--- src/rtl/fetch_pkg.sv ---
// rtl/fetch_pkg.sv - shared types and constants for the instruction-fetch block
package fetch_pkg;

    typedef struct packed {
        logic [31:0] pc;
        logic [31:0] instr;
    } fetch_entry_t;

    localparam int INSTR_BYTES = 4;
    localparam logic [31:0] NOP_INSTR = 32'h0000_0013;

    // Force a byte address onto an instruction boundary
    function automatic logic [31:0] align_pc(input logic [31:0] addr);
        return addr & ~32'(INSTR_BYTES - 1);
    endfunction

endpackage

--- src/rtl/fetch_fifo.sv ---
// rtl/fetch_fifo.sv - synchronous fetch buffer of {pc, instr} entries with flush
module fetch_fifo
    import fetch_pkg::*;
#(
    parameter int DEPTH = 4
) (
    input  logic         clk,
    input  logic         rst,
    input  logic         push,
    input  fetch_entry_t push_data,
    input  logic         pop,
    input  logic         flush,
    output fetch_entry_t head,
    output logic         full,
    output logic         empty
);

    localparam int AW = (DEPTH > 1) ? $clog2(DEPTH) : 1;
    localparam int CW = AW + 1;

    fetch_entry_t    mem [DEPTH];
    logic [AW-1:0]   wr_ptr;
    logic [AW-1:0]   rd_ptr;
    logic [CW-1:0]   count;
    logic            do_push;
    logic            do_pop;

    // Guard the handshakes locally so count can never leave 0..DEPTH
    always_comb begin
        do_push = push && !full;
        do_pop  = pop && !empty;
        full    = (count == CW'(DEPTH));
        empty   = (count == '0);
        head    = mem[rd_ptr];
    end

    // Pointers and occupancy; flush wins over any simultaneous push/pop
    always_ff @(posedge clk or posedge rst) begin
        if (rst) begin
            wr_ptr <= '0;
            rd_ptr <= '0;
            count  <= '0;
        end else if (flush) begin
            wr_ptr <= '0;
            rd_ptr <= '0;
            count  <= '0;
        end else begin
            if (do_push) wr_ptr <= wr_ptr + AW'(1);
            if (do_pop)  rd_ptr <= rd_ptr + AW'(1);
            count <= count + CW'(do_push) - CW'(do_pop);
        end
    end

    // Entry storage needs no reset: empty entries are never presented downstream
    always_ff @(posedge clk) begin
        if (do_push && !flush) mem[wr_ptr] <= push_data;
    end

endmodule

--- src/rtl/fetch_unit.sv ---
// rtl/fetch_unit.sv - instruction fetch initiator with PC-tagged buffer; FETCH_PERF_EN adds perf counters
module fetch_unit
    import fetch_pkg::*;
#(
    parameter logic [31:0] RESET_PC   = 32'h0000_0000,
    parameter int          FIFO_DEPTH = 4
) (
    input  logic        clk,
    input  logic        rst,
    output logic [31:0] imem_pc,
    input  logic [31:0] imem_instr,
    input  logic        imem_valid,
    input  logic        redirect_valid,
    input  logic [31:0] redirect_pc,
    output logic        out_valid,
    input  logic        out_ready,
    output logic [31:0] out_instr,
    output logic [31:0] out_pc
`ifdef FETCH_PERF_EN
    ,
    output logic [31:0] perf_fetched,
    output logic [31:0] perf_stall
`endif
);

    logic [31:0]  pc;
    logic         push;
    logic         pop;
    logic         fifo_full;
    logic         fifo_empty;
    fetch_entry_t wr_entry;
    fetch_entry_t head;

    // Push ignores pops in the same cycle so out_ready never reaches the pc path
    always_comb begin
        push           = imem_valid && !fifo_full && !redirect_valid;
        pop            = !fifo_empty && out_ready && !redirect_valid;
        wr_entry.pc    = pc;
        wr_entry.instr = imem_instr;
    end

    // Fetch address: redirect has priority, otherwise advance only on capture
    always_ff @(posedge clk or posedge rst) begin
        if (rst) begin
            pc <= RESET_PC;
        end else if (redirect_valid) begin
            pc <= align_pc(redirect_pc);
        end else if (push) begin
            pc <= pc + 32'(INSTR_BYTES);
        end
    end

    fetch_fifo #(
        .DEPTH (FIFO_DEPTH)
    ) u_fifo (
        .clk       (clk),
        .rst       (rst),
        .push      (push),
        .push_data (wr_entry),
        .pop       (pop),
        .flush     (redirect_valid),
        .head      (head),
        .full      (fifo_full),
        .empty     (fifo_empty)
    );

    // Head presentation; zeros while empty so stale storage never leaks out
    always_comb begin
        imem_pc   = pc;
        out_valid = !fifo_empty;
        out_instr = fifo_empty ? 32'h0 : head.instr;
        out_pc    = fifo_empty ? 32'h0 : head.pc;
    end

`ifdef FETCH_PERF_EN
    // Event counters survive redirects and wrap freely
    always_ff @(posedge clk or posedge rst) begin
        if (rst) begin
            perf_fetched <= '0;
            perf_stall   <= '0;
        end else begin
            if (push)                    perf_fetched <= perf_fetched + 32'd1;
            if (imem_valid && fifo_full) perf_stall   <= perf_stall + 32'd1;
        end
    end
`endif

endmodule

--- config.mk ---
export PLATFORM = sky130hd
export DESIGN_NAME = fetch_unit
export DESIGN_NICKNAME = d
export VERILOG_FILES = /design/src/rtl/fetch_pkg.sv /design/src/rtl/fetch_fifo.sv /design/src/rtl/fetch_unit.sv
export SDC_FILE = /design/constraint.sdc
export NUM_CORES = 1
export LEC_CHECK = 0
export BUFFER_PORTS_ARGS = -buffer_cell sky130_fd_sc_hd__buf_2
export CORE_AREA = 2 2 157 174
export DETAILED_ROUTE_END_ITERATION = 12
export DIE_AREA = 0 0 159 176
export HOLD_SLACK_MARGIN = 0.1
export MAX_ROUTING_LAYER = met4
export SYNTH_ARGS = -nofsm -noshare
export SYNTH_HDL_FRONTEND = slang
export SYNTH_SLANG_ARGS = --single-unit
--- constraint.sdc ---
create_clock -name clk -period 3.5 [get_ports clk]
set_input_delay 1.05 -clock clk [delete_from_list [all_inputs] [get_ports clk]]
set_output_delay 1.05 -clock clk [all_outputs]
set_load 0.02 [all_outputs]
# Word-level counts from Yosys, hierarchy flattened
# Memories as Yosys holds them, arrays and structs flattened.
# Index checks and enable logic that the tools add are counted.
[word_totals]
latchBits = 0
mem_count = 1
regBits = 39
rom_bits = 0
wordCells = 36
ram_bits = 256
[op_classes]
bitwise_logic = 0
n_div = 0
n_lt_le_gt_ge = 0
n_mux = 11
n_shift = 0
mul = 0
addsub = 5
reduce_logical = 14
n_eq_ne = 1
[mem_list]
columns = ["name", "words", "width", "read_ports", "rd_clocked_by_memory_dff", "write_ports", "line_no", "rtl"]
rows = [
  ["u_fifo.mem", 4, 64, 1, 0, 1, "fetch_fifo.sv:21", "fetch_entry_t mem [DEPTH];"],
]
[ops]
columns = ["cell", "count"]
rows = [
  ["$mux W32", 4],
  ["$add A32 B3 Y32 const B", 1],
  ["$mux W2", 4],
  ["$logic_and A1 B1 Y1", 7],
  ["$reduce_bool A2 Y1", 3],
  ["$add A2 B1 Y2 const B", 2],
  ["$add A3 B1 Y3", 1],
  ["$eq A3 B3 Y1 const B", 1],
  ["$logic_not A1 Y1", 3],
  ["$logic_not A3 Y1", 1],
  ["$mux W3", 1],
  ["$sub A3 B1 Y3", 1],
  ["$mux W1", 2],
]

# Depth between registers and ports, before layout
# Gate-level depths: netlist of run 1.
[depth]
depth_word = 8
ltp_mapped = 11
ltp_nobuf = 10

# Modules after synthesis
# Synthesis of run 1 repeated with hierarchy kept, for this count alone.
[unflattened]
hier_cells = 662
area_unflattened_um2 = 11912.7
[by_module_without_submodules]
columns = ["mod", "area_each_um2", "instances", "cells_each", "seq_area_each_um2"]
rows = [
  ["fetch_fifo", 9681.8, 1, 383, 7862.5],
  ["fetch_unit", 2230.9, 1, 279, 750.7],
]

# Worst setup path after synthesis of run 1
# No wires, ideal clock.
[synth_timing]
kind = "input to register"
startpoint = "input redirect_valid"
endpoint = "memory u_fifo.mem[0][0] (netlist name) (enable)"
t_arrival_ps = 2914
required_ps = 3073
path_buffers = 1
setup_time_ps = 427
cell_stages = 3
setup_slack_ps = 159
cell_sequence = "clkbuf_1 nor2_1 and2_1"
[synth_between]
elab_chain_len = 6
[synth_lines]
columns = ["element", "line_no", "rtl"]
rows = [
  ["start: declaration", "fetch_unit.sv:13", "input logic redirect_valid,"],
  ["$logic_not A1 Y1 *", "fetch_fifo.sv:56, fetch_unit.sv:36", ""],
  ["$logic_and A1 B1 Y1", "fetch_unit.sv:36", "push = imem_valid && !fifo_full && !redirect_valid;"],
  ["$logic_and A1 B1 Y1", "fetch_fifo.sv:30", "do_push = push && !full;"],
  ["$logic_and A1 B1 Y1 *", "fetch_fifo.sv:56", "if (do_push && !flush) mem[wr_ptr] <= push_data;"],
  ["$mux W1 *", "fetch_fifo.sv:56", ""],
  ["$mux W1 (not written as such) *", "fetch_fifo.sv:56", ""],
  ["end: declaration", "fetch_fifo.sv:21", ""],
]
# Mark *: on every way between the ends. The rest lies on a longest branch, timed or not.

# Worst setup path after layout of run 1
[layout_timing]
startpoint = "register u_fifo.count[1]"
endpoint = "output out_pc[18]"
[layout_between]
elab_chain_len = 2
[layout_lines]
columns = ["element", "line_no", "rtl"]
rows = [
  ["start: declaration", "fetch_fifo.sv:24", "logic [CW-1:0] count;"],
  ["start signal: assignment", "fetch_fifo.sv:50", "count <= count + CW'(do_push) - CW'(do_pop);"],
  ["$logic_not A3 Y1", "fetch_fifo.sv:33", "empty = (count == '0);"],
  ["$mux W32", "fetch_unit.sv:72", "out_pc = fifo_empty ? 32'h0 : head.pc;"],
  ["end: declaration", "fetch_unit.sv:18", "output logic [31:0] out_pc"],
]
# Every way passes these cells.

==> flow_metrics.tcl, run 1 <==
set metrics [dict create \
    status "finished clean" \
    period_needed_ps 3350 \
    synth_seq_cells 285 \
    drc_errors 0 \
    drive_gt1_share_pct 35.0 \
    instances_no_fill 1201 \
    rsz0062_at_grt "false" \
    cts_setup_buffers 0 \
    rows 62 \
    synth_cells 654 \
    dpl_cell_area_um2 13000 \
    die_w_um 159 \
    final_common_cell "edfxtp_1" \
    hpwl_mm 15.7 \
    cts_max_level 1 \
    fill_cells 2142 \
    synth_flop_cell "edfxtp_1" \
    fin_util_pct 53.5 \
    gp_congestion 0.826 \
    drv_cap 0 \
    drv_slew 0 \
    wl_mm 24.7 \
    die_area_um2 28000 \
    timing.critical_path.fanout_max 48 \
    fin_setup_tns_ps 0 \
    ant_nets 0 \
    avgSynthCellArea_um2 17.8 \
    finalInstanceArea_um2 13900 \
    cts.sinks 285 \
    vias 6518 \
    grt_pass1_vias 6984 \
    core_um2 26100 \
    arrival_ps 2300 \
    clk_latency_ps 530 \
    dp.cells 1146 \
    cts_tree "yes" \
    initial_core_util_pct 44.5 \
    gr-total-overflow 0 \
    critPathKind "register to primary output" \
    reg2reg_to "u_fifo.count[2]" \
    hold_ws_ps 582 \
    post_cts_resized 0 \
    drt_pre_antenna_iters 5 \
    worst_clock_skew_ps 13.4 \
    grt_pass1_wl_mm 39.0 \
    synth.distinct_cells 44 \
    async_flop_share_pct 13.0 \
    hold_buffers 0 \
    finalHoldViolCount 0 \
    clk_pin_slew_ps 60 \
    crit_required_ps 2450 \
    vias_per_cell 5.43 \
    final_nets 905 \
    ir_drop_v 0.000319 \
    fmax_ghz 0.298 \
    p_leak_nw 4.89 \
    yosys_warnings 0 \
    final_cell_mix "edfxtp_1 (248), buf_2 (159), and2_1 (64)" \
    fin_ws_ps 147 \
    min_path_type "primary input to asynchronous set/reset pin" \
    routedWlPerCell_um 20.6 \
    ios 166 \
    io_buffer_count 159 \
    grt.total_usage_pct 18.5 \
    worst_pin_slew_ps 678 \
    area_growth_pct 20.1 \
    timing.rr.start "u_fifo.count[1]" \
    period_share_pct 95.8 \
    max_slew_margin_pct 54.8 \
    endpoint "out_pc[18]" \
    power_density_nw_per_um2 693 \
    die_height_um 176 \
    grt_start_max_net_pins 49 \
    post-place-ws_ps 570 \
    reg2reg_depth 11 \
    crit_start "u_fifo.count[1]" \
    root_buffer "clkbuf_16" \
    worstSetupEndpointType "primary output" \
    reg2reg_slack_ps 630 \
    setup_viol 0 \
    ys_seq_area_share_pct 72.1 \
    synthesis.area_um2 11600 \
    start_kind "register" \
    cts-buffers-inserted 28 \
    antenna_found_initial 1 \
    synth-edff-count 248 \
    finalPower_mw 9.66 \
    drt-initial-drc-count 458 \
    max-clock-path-buffers 3 \
]
sequential cells by signal, summed over array words and instances, names as in the netlist:
name,flops
u_fifo.count,3
u_fifo.rd_ptr,2
u_fifo.wr_ptr,2
imem_pc,30
u_fifo.mem,248
cell families after synthesis:
family / after synthesis / share of synthesized area (%)
buffers and inverters: 50 / 1.89
other: 1 / 0.0323
DFF: 285 / 72.1
xor gates and xnor gates: 14 / 1.06
and+or+nand+nor: 186 / 9.13
adders and majority gates: 8 / 0.927
muxes: 63 / 12.1
AOI/OAI and AO/OA: 47 / 2.73
power breakdown:
| part | internal (mW) | total [mW] | switching (mW) |
|---|---|---|---|
| Clock | 1.79 | 2.98 | 1.19 |
| Combinational | 1.08 | 2.54 | 1.46 |
| Sequential | 3.96 | 4.14 | 0.182 |
synthesized netlist by cell type (3+ instances only):
| cell type | instances | area [um^2] |
|---|---|---|
| or4_1 | 16 | 120 |
| o211ai_1 | 4 | 30.0 |
| and2_1 | 68 | 425 |
| nand3_1 | 17 | 85.1 |
| nand4_1 | 11 | 68.8 |
| dfrtp_1 | 37 | 926 |
| nor3_1 | 3 | 15.0 |
| ha_1 | 7 | 87.6 |
| buf_4 | 4 | 30.0 |
| clkbuf_1 | 26 | 97.6 |
| nor2b_1 | 3 | 18.8 |
| buf_2 | 7 | 35.0 |
| edfxtp_1 | 248 | 7450 |
| a31oi_1 | 12 | 75.1 |
| and4_1 | 3 | 26.3 |
| nand2_1 | 28 | 105 |
| inv_1 | 10 | 37.5 |
| xor2_1 | 7 | 61.3 |
| nor4_1 | 4 | 25.0 |
| xnor2_1 | 7 | 61.3 |
| o21ai_0 | 10 | 50.1 |
| o31ai_1 | 14 | 105 |
| mux4_2 | 62 | 1400 |
| nor2_1 | 21 | 78.8 |
metal layers:
metal | up-vias | GRT usage (%) | part of all wire (%)
met3 | 48 | 2.44 | 5.0
met5 | - | - | 0
met4 | 0 | 5.23 | 2.6
met2 | 213 | 29.8 | 49
met1 | 3329 | 25.0 | 44
li1 | 2928 | - | -
layout make-up:
cell class	instances	area (um^2)	share of cell area, %
flip-flops and latches	285	8380	60.1
multi-input cells	322	3040	21.8
repair buffers	181	1110	7.97
clock buffers	39	793	5.69
well taps	352	440	3.16
clock inverters	11	134	0.960
inverters	10	37.5	0.269
diodes	1	2.50	0.0180
worst max-delay path, cell delays in order, from the launching register on:
cell and delay [ps]:
dfrtp_1 440, or3_2 690, buf_12 270, and2_1 190, buf_2 160
worst min path at each step:
stage                           startpoint          endpoint  cells past startpoint
after floorplan           u_fifo.wr_ptr[1]  u_fifo.wr_ptr[1]                      2
after detailed placement  u_fifo.wr_ptr[1]  u_fifo.wr_ptr[1]                      2
after global placement    u_fifo.wr_ptr[1]  u_fifo.wr_ptr[1]                      2
after CTS                              rst       imem_pc[17]                      2
after global routing                   rst       imem_pc[17]                      2
final                                  rst       imem_pc[17]                      2
Power figures use the tool's default switching activity.
==> run 2: changes to the inputs <==
--- a/config.mk
+++ b/config.mk
@@ -5,10 +5,11 @@
 export SDC_FILE = /design/constraint.sdc
 export NUM_CORES = 1
 export LEC_CHECK = 0
+export ABC_AREA = 1
 export BUFFER_PORTS_ARGS = -buffer_cell sky130_fd_sc_hd__buf_2
-export CORE_AREA = 2 2 157 174
+export CORE_AREA = 2 2 161 178
 export DETAILED_ROUTE_END_ITERATION = 12
-export DIE_AREA = 0 0 159 176
+export DIE_AREA = 0 0 163 180
 export HOLD_SLACK_MARGIN = 0.1
 export MAX_ROUTING_LAYER = met4
 export SYNTH_ARGS = -nofsm -noshare
==> run 2 against run 1 <==
Via count increased by 32%. Core utilization decreased by 1.1 points. Maximum frequency decreased by 0.17%. Global-route usage increased by 2.1 points. Setup slack got worse by 5.7 ps. Synthesized cell count increased by 74%. Sequential share of layout area decreased by 2.2 points. Total power increased by 7.9%. Non-clock buffer count increased by 2. Register-to-register slack improved by 200 ps. Hold slack got worse by 66 ps. Critical endpoint is now out_pc[11].
==> flow_metrics.tcl, run 2 <==
set metrics [dict create \
    status "finished clean" \
    fin_setup_tns_ps 0 \
    yosysTopAreaCell "edfxtp_1" \
    max-clock-path-buffers 3 \
    slowest_stage "dfrtp_4" \
    drive_gt1_share_pct 19.8 \
    final_nets 1372 \
    cpPeakStageDelay_ps 450 \
    cts_setup_buffers 0 \
    drc_errors 0 \
    synthTopCellsByArea "edfxtp_1 (61%), nor2_1 (9.0%), dfrtp_1 (7.6%), o21ai_0 (5.4%), nand2_1 (4.7%)" \
    met1_usage_pct 27.2 \
    cts_max_level 1 \
    timing.critical_path.fanout_max 125 \
    synth.distinct_cells 36 \
    dpl_cell_area_um2 13500 \
    final_cell_mix "nor2_1 (290), edfxtp_1 (248), buf_2 (159)" \
    yosys_warnings 0 \
    p_leak_nw 5.53 \
    ys_seq_area_share_pct 68.5 \
    root_buffer "clkbuf_16" \
    synth_seq_cells 285 \
    synth_commonest_cells "nor2_1 (294), edfxtp_1 (248), nand2_1 (152)" \
    clk_pin_slew_ps 60 \
    cts-buffers-inserted 29 \
    period_needed_ps 3360 \
    yosysMostFrequentCell "nor2_1" \
    worst_pin_slew_ps 645 \
    hpwl_mm 17.3 \
    max_slew_margin_pct 57.0 \
    setup_viol 0 \
    grtUsageMet2_pct 33.9 \
    yosysTopAreaCellShare_pct 60.9 \
    ir_drop_v 0.000352 \
    die_area_um2 29300 \
    power_density_nw_per_um2 721 \
    grt_pass1_wl_mm 45.7 \
    final_common_cell "nor2_1" \
    synth-edff-count 248 \
    synth_flop_cell "edfxtp_1" \
    start_kind "register" \
    hold_buffers 0 \
    dp.cells 1627 \
    grt_start_max_net_pins 126 \
    core_um2 27600 \
    power_frac_comb_pct 30.7 \
    p_clk_share_pct 28.3 \
    post_cts_resized 0 \
    area_growth_pct 18.4 \
    ant_nets 0 \
    instances_no_fill 1682 \
    swShare_pct 36.1 \
    arrival_ps 2310 \
    internal_power_mw 6.67 \
    synthesis.area_um2 12200 \
    vias 8572 \
    routedWlPerCell_um 17.3 \
    cp_common_cell "nor2_1" \
    p_sw_mw 3.77 \
    drt_pre_antenna_iters 5 \
    antenna_found_initial 1 \
    initial_core_util_pct 44.2 \
    fmax_ghz 0.298 \
    vias_per_cell 5.10 \
    min_path_type "primary input to asynchronous set/reset pin" \
    hold_ws_ps 516 \
    ios 166 \
    gr-total-overflow 0 \
    gp_congestion 0.894 \
    die_w_um 163 \
    crit_required_ps 2450 \
    io_buffer_count 159 \
    worstSetupEndpointType "primary output" \
    finalHoldViolCount 0 \
    grt_pass1_vias 8486 \
    grt_busiest_layer "met2" \
    global_route.usage.met3_pct 2.84 \
    wl_mm 29.1 \
    cts_tree "yes" \
    period_share_pct 96.0 \
    largest_reg_flops 248 \
    die_height_um 180 \
    avgSynthCellArea_um2 10.7 \
    finalInstanceArea_um2 14500 \
    async_flop_share_pct 13.0 \
    pwr-share-seq_pct 41.0 \
    drt-initial-drc-count 477 \
    drv_cap 0 \
    worstPathCellList "buf_16 -> nor2_1 -> nor2_1 -> o21ai_0 -> a21oi_1 -> buf_2" \
    rows 64 \
    worst_clock_skew_ps 14.7 \
    clk_latency_ps 550 \
    grt.total_usage_pct 20.5 \
    critPathKind "register to primary output" \
    cts.sinks 285 \
    synth_cells 1137 \
    largest-register "u_fifo.mem" \
    drv_slew 0 \
]
run 2: cell types whose count changed after synthesis, sizes merged, moves of 11 or more:
cell	delta
nor2	+287
nand2	+130
o21ai	+124
and2	-68
a21oi	+67
mux4	-62
inv	+38
nand3	+18
or4	-18
buf	+16
o31ai	-14
a31oi	-11
run 2: stage by stage:
stage | total power, mW | utilization (%) | setup WS (ps)
floorplan | 6.34 | - | -23.6
global placement | 7.53 | 49.0 | 644
detailed placement | 7.58 | 49.0 | 637
CTS | 10.5 | 52.3 | 13.1
global route | 11.0 | 52.4 | -22.6
finish | 10.4 | 52.4 | 142
run 2: path summary, 6_finish.rpt:
path,depth (start not counted),slack (ps),endpoint,from
min in group clk,2,630,u_fifo.wr_ptr[1],u_fifo.wr_ptr[1]
max reg2reg,13,830,u_fifo.count[2],u_fifo.count[1]
min,2,520,imem_pc[8],rst
max in group asynchronous,3,2370,imem_pc[20],rst
min reg2reg,2,630,u_fifo.wr_ptr[1],u_fifo.wr_ptr[1]
max,6,140,out_pc[11],u_fifo.rd_ptr[0]
run 2: worst max-delay path: cells and delay by family (launching register included):
| family | cells | cell delay, ps |
|---|---|---|
| and+or+nand+nor | 2 | 200 |
| buffers and inverters | 2 | 570 |
| AOI/OAI and AO/OA | 2 | 400 |
| DFF | 1 | 450 |
run 2: layout make-up:
cell class | count | area [um^2]
inverter | 48 | 183
clock buffer | 37 | 766
clock inverter | 17 | 149
multi-input combinational | 748 | 3440
timing repair buffer | 183 | 1100
antenna | 1 | 2.50
sequential | 285 | 8380
fill | 2429 | 13200
tap | 363 | 454
run 2: per-layer routing:
metal,wire [um],up-vias
met5,0,-
met4,428,0
met3,1480,34
met2,14300,217
met1,12900,4141
li1,-,4180
run 2: power groups by stage:
stage / sequential, mW / clock, mW / combinational, mW
floorplan: 4.33 / 0 / 2.01
global placement: 4.33 / 0 / 3.19
detailed placement: 4.34 / 0 / 3.23
CTS: 4.27 / 3.01 / 3.24
global route: 4.31 / 3.15 / 3.54
finish: 4.28 / 2.95 / 3.20
run 2: logic make-up after synthesis:
group | share of synthesized area [%]
buffers and inverters | 3.71
xor gates and xnor gates | 0.860
other | 0.0307
adders and majority gates | 0.880
DFF | 68.5
and+or+nand+nor | 17.1
AOI/OAI and AO/OA | 8.91
